$ cat config.mk
export PLATFORM = sky130hd
export DESIGN_NAME = spram_arbiter
export DESIGN_NICKNAME = d
export VERILOG_FILES = /design/src/rtl/spram_arbiter.sv
export SDC_FILE = /design/constraint.sdc
export NUM_CORES = 1
export LEC_CHECK = 0
export CORE_AREA = 3 3 105 107
export CTS_CLUSTER_SIZE = 24
export DETAILED_ROUTE_END_ITERATION = 7
export DIE_AREA = 0 0 108 110
export PLACE_DENSITY = 0.85
export SLEW_MARGIN = 40
export SYNTH_ARGS = -nofsm -noshare
export SYNTH_HDL_FRONTEND = slang
export SYNTH_SLANG_ARGS = --single-unit
$ cat constraint.sdc
create_clock -name clk -period 2.18 [get_ports clk]
set_clock_uncertainty 0.05 [all_clocks]
set_input_delay 0.436 -clock clk [delete_from_list [all_inputs] [get_ports clk]]
set_output_delay 0.436 -clock clk [all_outputs]
set_load 0.01 [all_outputs]
$ cat src/rtl/spram_arbiter.sv
// rtl/spram_arbiter.sv - two-master round-robin arbiter and standby sequencer for a 32-bit SPRAM pair
module spram_arbiter #(
    parameter int IDLE_STBY = 16,
    parameter int WAKE_CYC  = 3
) (
    input  logic        clk,
    input  logic        rst,
    input  logic        a_req,
    input  logic        a_we,
    input  logic [13:0] a_adr,
    input  logic [31:0] a_wdat,
    input  logic [3:0]  a_be,
    output logic        a_ack,
    output logic [31:0] a_rdat,
    input  logic        b_req,
    input  logic        b_we,
    input  logic [13:0] b_adr,
    input  logic [31:0] b_wdat,
    input  logic [3:0]  b_be,
    output logic        b_ack,
    output logic [31:0] b_rdat,
    output logic [13:0] sp_address,
    output logic [15:0] sp_datain_lo,
    output logic [15:0] sp_datain_hi,
    output logic [3:0]  sp_maskwren_lo,
    output logic [3:0]  sp_maskwren_hi,
    output logic        sp_wren,
    output logic        sp_cs,
    output logic        sp_standby,
    input  logic [15:0] sp_dataout_lo,
    input  logic [15:0] sp_dataout_hi
);
    localparam int CW = (IDLE_STBY > 1) ? $clog2(IDLE_STBY) : 1;
    localparam int WW = (WAKE_CYC > 1) ? $clog2(WAKE_CYC) : 1;

    typedef enum logic [2:0] {S_IDLE, S_CMD, S_RESP, S_STBY, S_WAKE} state_t;

    state_t        state_q, state_d;
    logic [CW-1:0] idle_cnt_q, idle_cnt_d;
    logic [WW-1:0] wake_cnt_q, wake_cnt_d;
    logic          gnt_b_q, gnt_b_d;
    logic          last_b_q, last_b_d;
    logic [13:0]   sp_address_q, sp_address_d;
    logic [15:0]   sp_datain_lo_q, sp_datain_lo_d;
    logic [15:0]   sp_datain_hi_q, sp_datain_hi_d;
    logic [3:0]    sp_maskwren_lo_q, sp_maskwren_lo_d;
    logic [3:0]    sp_maskwren_hi_q, sp_maskwren_hi_d;
    logic          sp_wren_q, sp_wren_d;
    logic          sp_cs_q, sp_cs_d;
    logic          sp_standby_q, sp_standby_d;
    logic          load, load_b;
    logic          sel_we;
    logic [13:0]   sel_adr;
    logic [31:0]   sel_wdat;
    logic [3:0]    sel_be;

    always_comb begin
        state_d          = state_q;
        idle_cnt_d       = '0;
        wake_cnt_d       = '0;
        gnt_b_d          = gnt_b_q;
        last_b_d         = last_b_q;
        sp_address_d     = sp_address_q;
        sp_datain_lo_d   = sp_datain_lo_q;
        sp_datain_hi_d   = sp_datain_hi_q;
        sp_maskwren_lo_d = sp_maskwren_lo_q;
        sp_maskwren_hi_d = sp_maskwren_hi_q;
        sp_wren_d        = sp_wren_q;
        sp_cs_d          = sp_cs_q;
        sp_standby_d     = sp_standby_q;
        load             = 1'b0;
        load_b           = 1'b0;

        case (state_q)
            S_IDLE: begin
                if (a_req || b_req) begin
                    load    = 1'b1;
                    load_b  = (a_req && b_req) ? !last_b_q : b_req;
                    state_d = S_CMD;
                end else if ((IDLE_STBY != 0) && (idle_cnt_q == CW'(IDLE_STBY - 1))) begin
                    state_d      = S_STBY;
                    sp_standby_d = 1'b1;
                end else begin
                    idle_cnt_d = idle_cnt_q + CW'(1);
                end
            end
            S_CMD: begin
                state_d          = S_RESP;
                sp_cs_d          = 1'b0;
                sp_wren_d        = 1'b0;
                sp_maskwren_lo_d = 4'b0000;
                sp_maskwren_hi_d = 4'b0000;
            end
            S_RESP: begin
                // Only the other master may be granted here; the acked one may still hold req.
                if (gnt_b_q ? a_req : b_req) begin
                    load    = 1'b1;
                    load_b  = !gnt_b_q;
                    state_d = S_CMD;
                end else begin
                    state_d = S_IDLE;
                end
            end
            S_STBY: begin
                if (a_req || b_req) begin
                    state_d      = S_WAKE;
                    sp_standby_d = 1'b0;
                end
            end
            S_WAKE: begin
                if (wake_cnt_q == WW'(WAKE_CYC - 1)) begin
                    state_d = S_IDLE;
                end else begin
                    wake_cnt_d = wake_cnt_q + WW'(1);
                end
            end
            default: state_d = S_IDLE;
        endcase

        sel_we   = load_b ? b_we   : a_we;
        sel_adr  = load_b ? b_adr  : a_adr;
        sel_wdat = load_b ? b_wdat : a_wdat;
        sel_be   = load_b ? b_be   : a_be;

        if (load) begin
            gnt_b_d          = load_b;
            last_b_d         = load_b;
            sp_address_d     = sel_adr;
            sp_datain_lo_d   = sel_wdat[15:0];
            sp_datain_hi_d   = sel_wdat[31:16];
            sp_wren_d        = sel_we;
            sp_maskwren_lo_d = sel_we ? {sel_be[1], sel_be[1], sel_be[0], sel_be[0]} : 4'b0000;
            sp_maskwren_hi_d = sel_we ? {sel_be[3], sel_be[3], sel_be[2], sel_be[2]} : 4'b0000;
            sp_cs_d          = 1'b1;
        end
    end

    always_ff @(posedge clk) begin
        if (rst) begin
            state_q          <= S_IDLE;
            idle_cnt_q       <= '0;
            wake_cnt_q       <= '0;
            gnt_b_q          <= 1'b0;
            last_b_q         <= 1'b1;
            sp_address_q     <= '0;
            sp_datain_lo_q   <= '0;
            sp_datain_hi_q   <= '0;
            sp_maskwren_lo_q <= '0;
            sp_maskwren_hi_q <= '0;
            sp_wren_q        <= 1'b0;
            sp_cs_q          <= 1'b0;
            sp_standby_q     <= 1'b0;
        end else begin
            state_q          <= state_d;
            idle_cnt_q       <= idle_cnt_d;
            wake_cnt_q       <= wake_cnt_d;
            gnt_b_q          <= gnt_b_d;
            last_b_q         <= last_b_d;
            sp_address_q     <= sp_address_d;
            sp_datain_lo_q   <= sp_datain_lo_d;
            sp_datain_hi_q   <= sp_datain_hi_d;
            sp_maskwren_lo_q <= sp_maskwren_lo_d;
            sp_maskwren_hi_q <= sp_maskwren_hi_d;
            sp_wren_q        <= sp_wren_d;
            sp_cs_q          <= sp_cs_d;
            sp_standby_q     <= sp_standby_d;
        end
    end

    assign sp_address     = sp_address_q;
    assign sp_datain_lo   = sp_datain_lo_q;
    assign sp_datain_hi   = sp_datain_hi_q;
    assign sp_maskwren_lo = sp_maskwren_lo_q;
    assign sp_maskwren_hi = sp_maskwren_hi_q;
    assign sp_wren        = sp_wren_q;
    assign sp_cs          = sp_cs_q;
    assign sp_standby     = sp_standby_q;

    assign a_ack  = (state_q == S_RESP) && !gnt_b_q;
    assign b_ack  = (state_q == S_RESP) && gnt_b_q;
    assign a_rdat = {sp_dataout_hi, sp_dataout_lo};
    assign b_rdat = {sp_dataout_hi, sp_dataout_lo};
endmodule

==> results.toml <==
[setup_path]
worstPathRequired_ns = 2.37
end_kind = "flop"
r2r.worst_path.cells = 6
rrSetupSlack_ns = 0.28
crit_type = "in -> reg"
cp.arrival_ns = 2.27
cp_max_fo = 25
startpoint_type = "primary input"

[clock_network]
cts_tree = "done"
cts_root_buffer = "clkbuf_8"
cts_hold_buf = 0
clock_sinks = 64
h-tree-depth = 3
post_cts_buffers = 0
clkTransAtPathRegs_ns = 0.07
clock_path_buffers = 2
clkLatencyLatePin_ns = 0.34
cts_made_buffers = 9

[detailed_routing]
route.detailed.drc = 0
drt_first_pass_iters = 4
antenna_left = 0
route.vias.total = 3281
drt-vias-per-instance = 5.01
wl_met2_mm = 5.35
wl_per_cell_um = 16.1
wl_met3_um = 751
drt_wl_total_mm = 10.6
dr.max_layer_used = "met4"
drt_iter0_drc = 165
m1WireLength_mm = 4.20

[timing]
rsz0062_at_grt = "yes"
fmax_mhz = 481
hold_viol_final = 0
fin_crit_ns = 2.08
fin_crit_sh_pct = 95.4
tightestPinTransition_ns = 0.471
setup_viol = 0
slew_headroom_pct = 68.4
fin_setup_tns_ns = 0
slew_viol_final = 0

[logic_synthesis]
ys.flop_type = "dfxtp_1"
netlist.top_cell.by_area = "dfxtp_1"
synth_edf_count = 0
synth-seq-cells = 64
syn_inst = 415
synthTopCellsByCount = "72 x buf_4, 64 x dfxtp_1, 60 x nor2_1, 51 x nand2_1, 42 x a21oi_1"
ys.warnings.count = 0
synth_top_cells_by_area = "dfxtp_1 36%, buf_4 15%, a211oi_2 11%"
synth_nets = 555
synth.distinct_cells = 40
synth_area_per_cell_um2 = 8.47
netlist.area_leader.share_pct = 36.5
ys_async_sr_fraction_pct = 0
syn_area_um2 = 3510
yosysMostFrequentCell = "buf_4"
yosysSeqAreaShare_pct = 36.5

[die]
die_x_um = 108
rows = 37
core-area_um2 = 10200
dieArea_um2 = 11900
initial_core_util_pct = 34.4
ios = 261
die_h_um = 110

[power_and_ir_drop]
peakVddDrop_mv = 0.384
cellLeakagePower_nw = 1.98
p_per_area_nw_per_um2 = 785

[final_layout]
drive_gt1_share_pct = 15.6
fill_cells = 932
area_growth_pct = 44.7
nets = 654
final_cell_area_um2 = 5090
final_util_pct = 49.7
num_antenna_cells = 0

[grt]
overflow = 0
track_usage_pct = 17.1
grt_max_degree = 30
grt_pass1_vias = 3261
grt_pass1_wl_mm = 16.1
antenna_found_initial = 0

[placement]
place_hpwl_mm = 7.84
port_buffers = 164
place.gp.congestion = 0.785
placed_area_um2 = 4860

[hold_path]
hold_class = "reg -> reg"
hold_path_depth = 1

[run]
maxCapViolations = 0

[outcome]
status = "finished, final reports clean"
==> where the power goes <==
part | switching [mW] | internal (mW) | total, mW
clock | 0.467 | 0.669 | 1.14
combinational | 0.687 | 0.731 | 1.42
sequential | 0.100 | 1.34 | 1.44
total | 1.25 | 2.74 | 3.99
==> registers in the layout, indices dropped and copies added (netlist names), 2 cells and up <==
register and count:
wake_cnt_q 2, sp_maskwren_lo 2, state_q 3, sp_address 14
sp_maskwren_hi 2, idle_cnt_q 4, sp_datain_lo 16, sp_datain_hi 16
==> kinds of logic after synthesis <==
kind of cell | Yosys count | share of synthesized area, %
compound gates | 114 | 26.5
xor+xnor | 2 | 0.498
fa+ha+maj | 2 | 0.712
buf+inv | 101 | 18.9
flops | 64 | 36.5
mux | 2 | 0.570
simple gates | 130 | 16.4
==> path summary, 6_finish.rpt <==
kind                            start                           end
max                             b_req  sp_datain_lo[9]$_SDFFE_PP0P_
min          wake_cnt_q[0]$_SDFF_PP0_      wake_cnt_q[0]$_SDFF_PP0_
max reg2reg   state_q[1]$_SDFFE_PP0P_  sp_datain_hi[7]$_SDFFE_PP0P_
min reg2reg  wake_cnt_q[0]$_SDFF_PP0_      wake_cnt_q[0]$_SDFF_PP0_
==> critical path: stages <==
cell and delay, ns:
clkdlybuf4s50_1 0.54, mux2i_1 0.13, buf_4 0.17, a2111oi_4 0.35, buf_4 0.34, nor2_1 0.07, a211oi_1 0.24
==> metal layers <==
| metal | track usage [%] | up-vias |
|---|---|---|
| met5 | 0 | - |
| li1 | - | 1572 |
| met4 | 7.57 | 0 |
| met3 | 4.60 | 33 |
| met1 | 18.9 | 1538 |
| met2 | 30.7 | 138 |
==> placed cells by master (no fill, tap or decap), drive strengths merged, types with 2 or more instances in the layout <==
master / count
dlymetal6s2s: 2
a311oi: 3
mux2i: 2
nor4b: 3
clkbuf: 10
a211oi: 46
and4b: 4
clkdlybuf4s50: 161
dfxtp: 64
nor4: 2
bufinv: 2
nand3b: 2
a21oi: 49
and4: 2
clkinv: 3
nor2: 60
o31ai: 2
inv: 4
buf: 22
o21ai: 3
nand2: 51
a221o: 4
ha: 2
==> timing repair <==
item	in CTS	in global routing
resized for setup	1	3
setup endpoints to repair	1	13
hold endpoints to repair	0	0
gates cloned	0	0
==> through the flow <==
| stage | total power, mW | std cells | hold slack [ns] | worst slack, ns |
|---|---|---|---|---|
| after floorplan | 2.30 | 415 | 0.342 | 0.440 |
| after global placement | 2.84 | 639 | 0.350 | -0.198 |
| after detailed placement | 2.89 | 639 | 0.360 | -0.233 |
| after CTS | 4.05 | 655 | 0.374 | 0.0100 |
| after global routing | 4.23 | 655 | 0.387 | -0.0505 |
| final | 3.99 | 655 | 0.374 | 0.100 |
==> cell type report <==
| type | instances | area (µm²) | share of cell area [%] |
|---|---|---|---|
| well taps | 136 | 170 | 3.35 |
| clock buffers | 10 | 138 | 2.71 |
| inverters | 4 | 15.0 | 0.295 |
| repair buffers | 185 | 1810 | 35.6 |
| multi-input cells | 250 | 1590 | 31.2 |
| clock inverters | 6 | 82.6 | 1.62 |
| flip-flops and latches | 64 | 1280 | 25.2 |
Power figures use the tool's default switching activity.
